===== src/rtl/conv_kxk_mac_if.sv =====
// conv_kxk_mac_if: window-in / result-out valid-ready bus for conv_kxk_mac
interface conv_kxk_mac_if #(
  parameter int K  = 5,
  parameter int DW = 9,
  parameter int BW = 9,
  parameter int OW = 9
);
  logic              in_valid;
  logic              in_ready;
  logic [K*K*DW-1:0] x_win;
  logic [K*K*DW-1:0] w_win;
  logic [BW-1:0]     bias;
  logic              out_valid;
  logic              out_ready;
  logic [OW-1:0]     out_data;
  modport master (
    output in_valid, x_win, w_win, bias, out_ready,
    input  in_ready, out_valid, out_data
  );
  modport slave (
    input  in_valid, x_win, w_win, bias, out_ready,
    output in_ready, out_valid, out_data
  );
endinterface


===== src/rtl/conv_kxk_mac.sv =====
// conv_kxk_mac: column-serial KxK signed MAC with bias, >>>FRAC and OW-bit saturation
// Optional ReLU after saturation when CONV_KXK_RELU_EN is defined.
module conv_kxk_mac #(
  parameter int K    = 5,
  parameter int DW   = 9,
  parameter int BW   = 9,
  parameter int OW   = 9,
  parameter int FRAC = 0
) (
  input logic            clk,
  input logic            rstn,
  conv_kxk_mac_if.slave  bus
);
  localparam int AW  = 2*DW + $clog2(K*K) + 1;
  localparam int MW0 = AW > BW ? AW : BW;
  localparam int SW  = (MW0 > OW ? MW0 : OW) + 1;
  localparam int CW  = $clog2(K);
  localparam int XW  = K*K*DW;
  localparam logic signed [SW-1:0] OMAX = {{(SW-OW+1){1'b0}}, {(OW-1){1'b1}}};
  localparam logic signed [SW-1:0] OMIN = {{(SW-OW+1){1'b1}}, {(OW-1){1'b0}}};

  typedef enum logic [1:0] {IDLE, MAC, FIN, OUT} state_t;

  state_t                state_q, state_d;
  logic [XW-1:0]         x_q, x_d, w_q, w_d;
  logic signed [BW-1:0]  bias_q, bias_d;
  logic signed [AW-1:0]  acc_q, acc_d, col_sum;
  logic [CW-1:0]         col_q, col_d;
  logic signed [OW-1:0]  out_q, out_d, sat, res;
  logic signed [SW-1:0]  sum, shf;
  logic signed [2*DW-1:0] prod [K];

  // The captured window shifts down one column per MAC cycle, so column 0 is always the live one.
  always_comb begin
    col_sum = '0;
    for (int r = 0; r < K; r++) begin
      prod[r] = $signed(x_q[r*DW +: DW]) * $signed(w_q[r*DW +: DW]);
      col_sum = col_sum + {{(AW-2*DW){prod[r][2*DW-1]}}, prod[r]};
    end
  end

  always_comb begin
    sum = {{(SW-AW){acc_q[AW-1]}}, acc_q} + {{(SW-BW){bias_q[BW-1]}}, bias_q};
    shf = sum >>> FRAC;
    sat = shf > OMAX ? OMAX[OW-1:0] : shf < OMIN ? OMIN[OW-1:0] : shf[OW-1:0];
`ifdef CONV_KXK_RELU_EN
    res = sat[OW-1] ? '0 : sat;
`else
    res = sat;
`endif
  end

  always_comb begin
    state_d = state_q;
    x_d     = x_q;
    w_d     = w_q;
    bias_d  = bias_q;
    acc_d   = acc_q;
    col_d   = col_q;
    out_d   = out_q;
    unique case (state_q)
      IDLE: if (bus.in_valid) begin
        x_d     = bus.x_win;
        w_d     = bus.w_win;
        bias_d  = bus.bias;
        acc_d   = '0;
        col_d   = '0;
        state_d = MAC;
      end
      MAC: begin
        acc_d   = acc_q + col_sum;
        x_d     = x_q >> (K*DW);
        w_d     = w_q >> (K*DW);
        col_d   = col_q + 1'b1;
        state_d = col_q == CW'(K-1) ? FIN : MAC;
      end
      FIN: begin
        out_d   = res;
        state_d = OUT;
      end
      OUT: state_d = bus.out_ready ? IDLE : OUT;
      default: state_d = IDLE;
    endcase
  end

  always_ff @(posedge clk or negedge rstn) begin
    if (!rstn) begin
      state_q <= IDLE;
      x_q     <= '0;
      w_q     <= '0;
      bias_q  <= '0;
      acc_q   <= '0;
      col_q   <= '0;
      out_q   <= '0;
    end else begin
      state_q <= state_d;
      x_q     <= x_d;
      w_q     <= w_d;
      bias_q  <= bias_d;
      acc_q   <= acc_d;
      col_q   <= col_d;
      out_q   <= out_d;
    end
  end

  assign bus.in_ready  = state_q == IDLE;
  assign bus.out_valid = state_q == OUT;
  assign bus.out_data  = out_q;
endmodule


===== src/flat_wrapper.sv =====
// flat-port wrapper written by rule: the top's interface ports become plain ports
module conv_kxk_mac_flat 
#(
  parameter int K    = 5,
  parameter int DW   = 9,
  parameter int BW   = 9,
  parameter int OW   = 9,
  parameter int FRAC = 0
)
  (clk, rstn, bus_in_valid, bus_x_win, bus_w_win, bus_bias, bus_out_ready, bus_in_ready, bus_out_valid, bus_out_data);
  conv_kxk_mac_if #(.K(K), .DW(DW), .BW(BW), .OW(OW)) bus_i ();
  input logic clk;
  input logic rstn;
  input wire logic [$bits(bus_i.in_valid)-1:0] bus_in_valid;
  input wire logic [$bits(bus_i.x_win)-1:0] bus_x_win;
  input wire logic [$bits(bus_i.w_win)-1:0] bus_w_win;
  input wire logic [$bits(bus_i.bias)-1:0] bus_bias;
  input wire logic [$bits(bus_i.out_ready)-1:0] bus_out_ready;
  output wire logic [$bits(bus_i.in_ready)-1:0] bus_in_ready;
  output wire logic [$bits(bus_i.out_valid)-1:0] bus_out_valid;
  output wire logic [$bits(bus_i.out_data)-1:0] bus_out_data;
  assign bus_i.in_valid = bus_in_valid;
  assign bus_i.x_win = bus_x_win;
  assign bus_i.w_win = bus_w_win;
  assign bus_i.bias = bus_bias;
  assign bus_i.out_ready = bus_out_ready;
  assign bus_in_ready = bus_i.in_ready;
  assign bus_out_valid = bus_i.out_valid;
  assign bus_out_data = bus_i.out_data;
  conv_kxk_mac #(.K(K), .DW(DW), .BW(BW), .OW(OW), .FRAC(FRAC)) u_core (.clk(clk), .rstn(rstn), .bus(bus_i));
endmodule

===== config.mk =====
export PLATFORM = sky130hd
export DESIGN_NAME = conv_kxk_mac_flat
export DESIGN_NICKNAME = d
export VERILOG_FILES = /design/src/rtl/conv_kxk_mac_if.sv /design/src/rtl/conv_kxk_mac.sv /design/src/flat_wrapper.sv
export SDC_FILE = /design/constraint.sdc
export NUM_CORES = 2
export LEC_CHECK = 0
export ABC_AREA = 1
export CORE_ASPECT_RATIO = 0.9
export CORE_MARGIN = 2
export CORE_UTILIZATION = 53
export DETAILED_ROUTE_END_ITERATION = 16
export HOLD_SLACK_MARGIN = 0.12
export PLACE_DENSITY = 0.79
export SLEW_MARGIN = 20
export SYNTH_ARGS = -nofsm -noshare
export SYNTH_HDL_FRONTEND = slang
export SYNTH_SLANG_ARGS = --single-unit

===== constraint.sdc =====
create_clock -name clk -period 8.3 [get_ports clk]
set_clock_uncertainty 0.15 [all_clocks]
set_input_delay 1.66 -clock clk [delete_from_list [all_inputs] [get_ports clk]]
set_output_delay 1.66 -clock clk [all_outputs]
set_load 0.1 [all_outputs]

-- After elaboration in Yosys (flattened, before gate mapping)
Index checks and enable logic that the tools add are counted.
- bits in registers: 497
- input port bits: 463
- output and inout port bits: 11
- logic and storage cells: 44
- add/sub/neg operators: 7
- multiply operators: 5
- $lt $le $gt $ge: 2
- equality and inequality tests: 5
- muxes and demuxes: 14
- reductions and logical operators: 4
- operators by type and width (kind ; count):
    $pmux 225 s2 ; 2
    $mux 225 ; 2
    $add 24x24->24 ; 4
    $mul 9x9->18 ; 5
    $pmux 24 s2 ; 1
    $add 24x9->25 ; 1
    $gt 25x9->1 const B ; 1
    $lt 25x9->1 const B ; 1
    $mux 24 ; 1
    $add 18x18->19 ; 1
    $mux 9 ; 2
    $pmux 2 s4 ; 1
    $mux 2 ; 3
    $pmux 3 s2 ; 1
    $eq 2x2->1 const B ; 2
    $reduce_and 2->1 ; 2
    $add 3x1->3 const B ; 1
    $eq 3x3->1 const B ; 1
    $mux 3 ; 1
    $eq 2x1->1 const B ; 1
    $logic_not 2->1 ; 1
    $ne 2x2->1 const B ; 1
    $reduce_bool 2->1 ; 1

-- Depth between registers and ports, before layout
- word-level depth: 7
- depth in mapped cells: 43
- mapped depth without buffers: 42

-- Worst setup path before layout
OpenSTA, ideal clock, no wires.
- path kind: reg-to-reg
- start: register u_core.w_q[1]
- end: register u_core.acc_q[22]
- library setup time: 0.129 ns
- arrival: 8.366 ns
- required time: 8.021 ns
- setup slack: -0.345 ns
- stages on the path, launching flop included: 38
- path buffers: 1
- period minus slack after synthesis: 8.645 ns
- cell sequence: dfrtp_1 > clkbuf_1 > nand2_1 > fa_1 > inv_1 > fa_1 > inv_1 > fa_1 > fa_1 > inv_1 > fa_1 > fa_1 > fa_1 > ha_1 > inv_1 > o21bai_1 > a21boi_0 > o21ai_0 > (+2 left out) > xor2_1 > fa_1 > inv_1 > fa_1 > fa_1 > inv_1 > ha_1 > nand2_1 > nor2_1 > nand2_1 > inv_1 > nand3_1 > o221ai_1 > nand2_1 > nand2_1 > a21oi_1 > o21ai_0 > o21ai_0
- cells in the longest elaborated chain, start to end: 7
- ends and longest elaborated chain (item ; line ; text):
    start, declared ; conv_kxk_mac.sv:25 ; logic [XW-1:0] x_q, x_d, w_q, w_d;
    start signal, assigned ; conv_kxk_mac.sv:98 ; w_q <= w_d;
    $mul 9x9->18 ; conv_kxk_mac.sv:37 ; prod[r] = $signed(x_q[r*DW +: DW]) * $signed(w_q[r*DW +: DW]);
    $add 18x18->19 ; conv_kxk_mac.sv:38 ; col_sum = col_sum + {{(AW-2*DW){prod[r][2*DW-1]}}, prod[r]};
    $add 24x24->24 (3 in series) ; conv_kxk_mac.sv:38 ;
    $add 24x24->24 ; conv_kxk_mac.sv:71 ; acc_d = acc_q + col_sum;
    $pmux 24 s2 ; conv_kxk_mac.sv:61 ; unique case (state_q)
    end signal, assigned ; conv_kxk_mac.sv:92 ; acc_q <= '0;
    end signal, assigned ; conv_kxk_mac.sv:100 ; acc_q <= acc_d;
    end, declared ; conv_kxk_mac.sv:27 ; logic signed [AW-1:0] acc_q, acc_d, col_sum;
No other way between the ends.
A chain may end at the register's enable or synchronous reset.

-- Final worst setup path
- start: register u_core.x_q[8]
- end: register u_core.acc_q[22]
- cells in the longest elaborated chain, start to end: 7
- ends and longest elaborated chain (item ; line ; text):
    start, declared ; conv_kxk_mac.sv:25 ;
    start signal, assigned ; conv_kxk_mac.sv:89 ; x_q <= '0;
    start signal, assigned ; conv_kxk_mac.sv:97 ; x_q <= x_d;
    $mul 9x9->18 ; conv_kxk_mac.sv:37 ;
    $add 18x18->19 ; conv_kxk_mac.sv:38 ;
    $add 24x24->24 (3 in series) ; conv_kxk_mac.sv:38 ;
    $add 24x24->24 ; conv_kxk_mac.sv:71 ;
    $pmux 24 s2 ; conv_kxk_mac.sv:61 ;
No other way between the ends.

==> flow_metrics.py <==
metrics = {
    "clock_tree": {
        "clockBufferDepth": 3,
        "clock-root-buffer": "clkbuf_16",
        "cts_buffers": 54,
        "cts_tree": "built",
        "clk_pin_slew_ps": 60,
        "cts_hold_buffers": 0,
        "clock_latency_ps": 660,
        "cts_num_sinks": 497,
        "htreeDepth": 2,
    },
    "yosys": {
        "postSynthAreaPerCell_um2": 8.45,
        "syn_nets": 6088,
        "ys_async_sr_fraction": 1.00,
        "synth_cell_types": 47,
        "yosysWarnings": 0,
        "synth-seq-cells": 497,
        "ys_seq_area_frac": 0.298,
        "synth_edf_count": 0,
        "synth_cells": 4938,
        "synth_ff_type": "dfrtp_1",
        "netlist_area_um2": 41700,
    },
    "sta": {
        "fin_tns_setup_ps": -2150,
        "drv_slew": 0,
        "worst_hold_slack_ps": 323,
        "hold_viol": 0,
        "finalCriticalPeriod_ps": 8730,
        "setup_viol": 9,
        "max_freq_mhz": 115,
        "fin_crit_sh": 1.05,
        "finalWorstSetupSlack_ps": -430,
        "worst_pin_slew_ps": 1190,
        "relSlewSlack": 0.208,
        "rsz0062_at_grt": "true",
    },
    "grt": {
        "grt_pass1_vias": 35700,
        "grt_max_degree": 246,
        "grt_remaining_overflow": 0,
        "antenna_found_initial": 45,
        "grt_pass1_wl_um": 199000,
        "grt.total_usage": 0.317,
    },
    "worst_setup_path": {
        "cp.depth": 35,
        "end_kind": "flip-flop",
        "cp_slowest_cell": "fa_2",
        "slowest_delay_ps": 610,
        "cp.arrival_ps": 9040,
        "crit_top_cell": "fa_1",
        "reg2regPathDepth": 35,
        "worstPathRequired_ps": 8610,
        "crit_buf_inv": 10,
        "timing.rr.start": "u_core.x_q[8]",
        "crit_start": "u_core.x_q[8]",
        "critPathTopFamily": "adder cells",
        "path_max_fanout": 4,
        "path_class": "flip-flop to flip-flop",
        "start_kind": "flip-flop",
    },
    "place": {
        "pre_cts_slack_ps": -700,
        "hpwl_um": 99700,
        "port_buffers": 473,
        "globalplace.congestion": 0.948,
    },
    "drt": {
        "finalWirelength_um": 129000,
        "remaining_drc_errors": 0,
        "drtIter0Drc": 3011,
        "firstDrtPassIters": 5,
        "vias": 35500,
        "ant_nets": 0,
        "wl_per_cell_um": 19.5,
        "viasPerCell": 5.37,
    },
    "floorplanning": {
        "initial_utilization": 0.536,
        "coreArea_um2": 77900,
        "num_rows": 97,
        "chipHeight_um": 270,
        "die_w_um": 300,
        "pin_count": 474,
        "die_area_um2": 81000,
    },
    "worst_hold_path": {
        "hp-start": "u_core.col_q[2]",
        "min_path_cells": 1,
        "timing.hold.worst.class": "flip-flop to flip-flop",
    },
    "cells_and_area": {
        "layout_commonest_cell": "inv_1",
        "drive_above_1_share": 0.107,
        "syn2layout_area_growth_pct": 24.9,
        "nets": 6646,
        "final_cell_mix": "inv_1, nand2_1, dfrtp_1",
        "fin_util": 0.669,
    },
    "outcome": {
        "violations": "negative setup slack",
        "status": "finished with violations",
    },
    "flow_run": {
        "maxCapViolations": 0,
    },
}
sequential cells by signal (all words and copies together), names as in the netlist:
name and count:
u_core.w_q 225, u_core.x_q 225, u_core.acc_q 24, u_core.bias_q 9, u_core.bus.out_data 9, u_core.col_q 3, u_core.state_q 2
per-layer routing:
metal | GRT usage | share of wire
met4 | 0.140 | 0.046
met1 | 0.418 | 0.41
met2 | 0.512 | 0.47
met3 | 0.0571 | 0.075
met5 | 0 | 0.00078
synthesized netlist by cell type (2+ instances only):
cell | count | area, µm²
inv_1 | 1166 | 4380
nand2_1 | 915 | 3430
dfrtp_1 | 497 | 12400
fa_1 | 444 | 8890
o21ai_0 | 416 | 2080
clkbuf_1 | 253 | 950
ha_1 | 243 | 3040
o211ai_1 | 183 | 1370
nor3_1 | 148 | 741
nand3_1 | 141 | 706
a221oi_1 | 128 | 1120
a21oi_1 | 100 | 500
nor2_1 | 62 | 233
xor2_1 | 59 | 517
xnor2_1 | 41 | 359
buf_2 | 23 | 115
o21a_1 | 14 | 105
nand4_1 | 10 | 62.6
a31oi_1 | 9 | 56.3
buf_1 | 9 | 33.8
mux2_2 | 9 | 101
a21o_1 | 8 | 60.1
nand2_2 | 7 | 43.8
o21bai_1 | 7 | 52.6
nand3b_1 | 6 | 45.0
o22ai_1 | 6 | 37.5
nor2_2 | 5 | 31.3
inv_2 | 3 | 11.3
a211oi_1 | 2 | 15.0
a21boi_0 | 2 | 15.0
a22o_1 | 2 | 17.5
nor4_1 | 2 | 12.5
o211a_1 | 2 | 20.0
o21ai_1 | 2 | 10.0
o31ai_1 | 2 | 15.0
worst paths after layout:
kind	endpoint	slack (ps)
setup / recovery	u_core.acc_q[22]	-430
hold / removal	u_core.col_q[2]	320
setup reg to reg	u_core.acc_q[22]	-430
hold reg to reg	u_core.col_q[2]	320
max in group asynchronous	u_core.w_q[214]	5690
min in group asynchronous	u_core.bias_q[0]	880
stage by stage:
| stage | std cells | instance area [µm²] |
|---|---|---|
| floorplan | 4938 | 41800 |
| global placement | 6456 | 49000 |
| detailed placement | 6456 | 49000 |
| CTS | 6566 | 51600 |
| global route | 6609 | 52100 |
| finish | 6613 | 52100 |
kinds of logic (layout without fill, tap and decap cells):
| family | count (synthesis) | after routing | share of synthesized area |
|---|---|---|---|
| adder cells (fa/ha/maj) | 687 | 687 | 0.286 |
| XOR/XNOR | 101 | 101 | 0.0214 |
| AND/OR/NAND/NOR | 1301 | 1301 | 0.128 |
| flip-flops | 497 | 497 | 0.298 |
| buffers and inverters | 1454 | 2055 | 0.131 |
| multiplexers | 9 | 9 | 0.00243 |
| AO/OA/AOI/OAI | 889 | 889 | 0.133 |
| other | 0 | 35 | 0 |
cell type report:
type | count | area (µm²)
diodes | 35 | 87.6
clock buffers | 79 | 1600
clock inverters | 20 | 359
fillers | 6212 | 25800
inverters | 1169 | 4400
multi-input cells | 2987 | 24700
flip-flops and latches | 497 | 12400
well taps | 1039 | 1300
repair buffers | 787 | 7250
repair_timing:
item	CTS	global route
pin swaps	46	49
buffers inserted	13	12
setup endpoints to repair	11	15
resized for setup	99	101
Power is not shown: default switching activity piles up to over one toggle a cycle in this logic, so the estimate is an artifact.
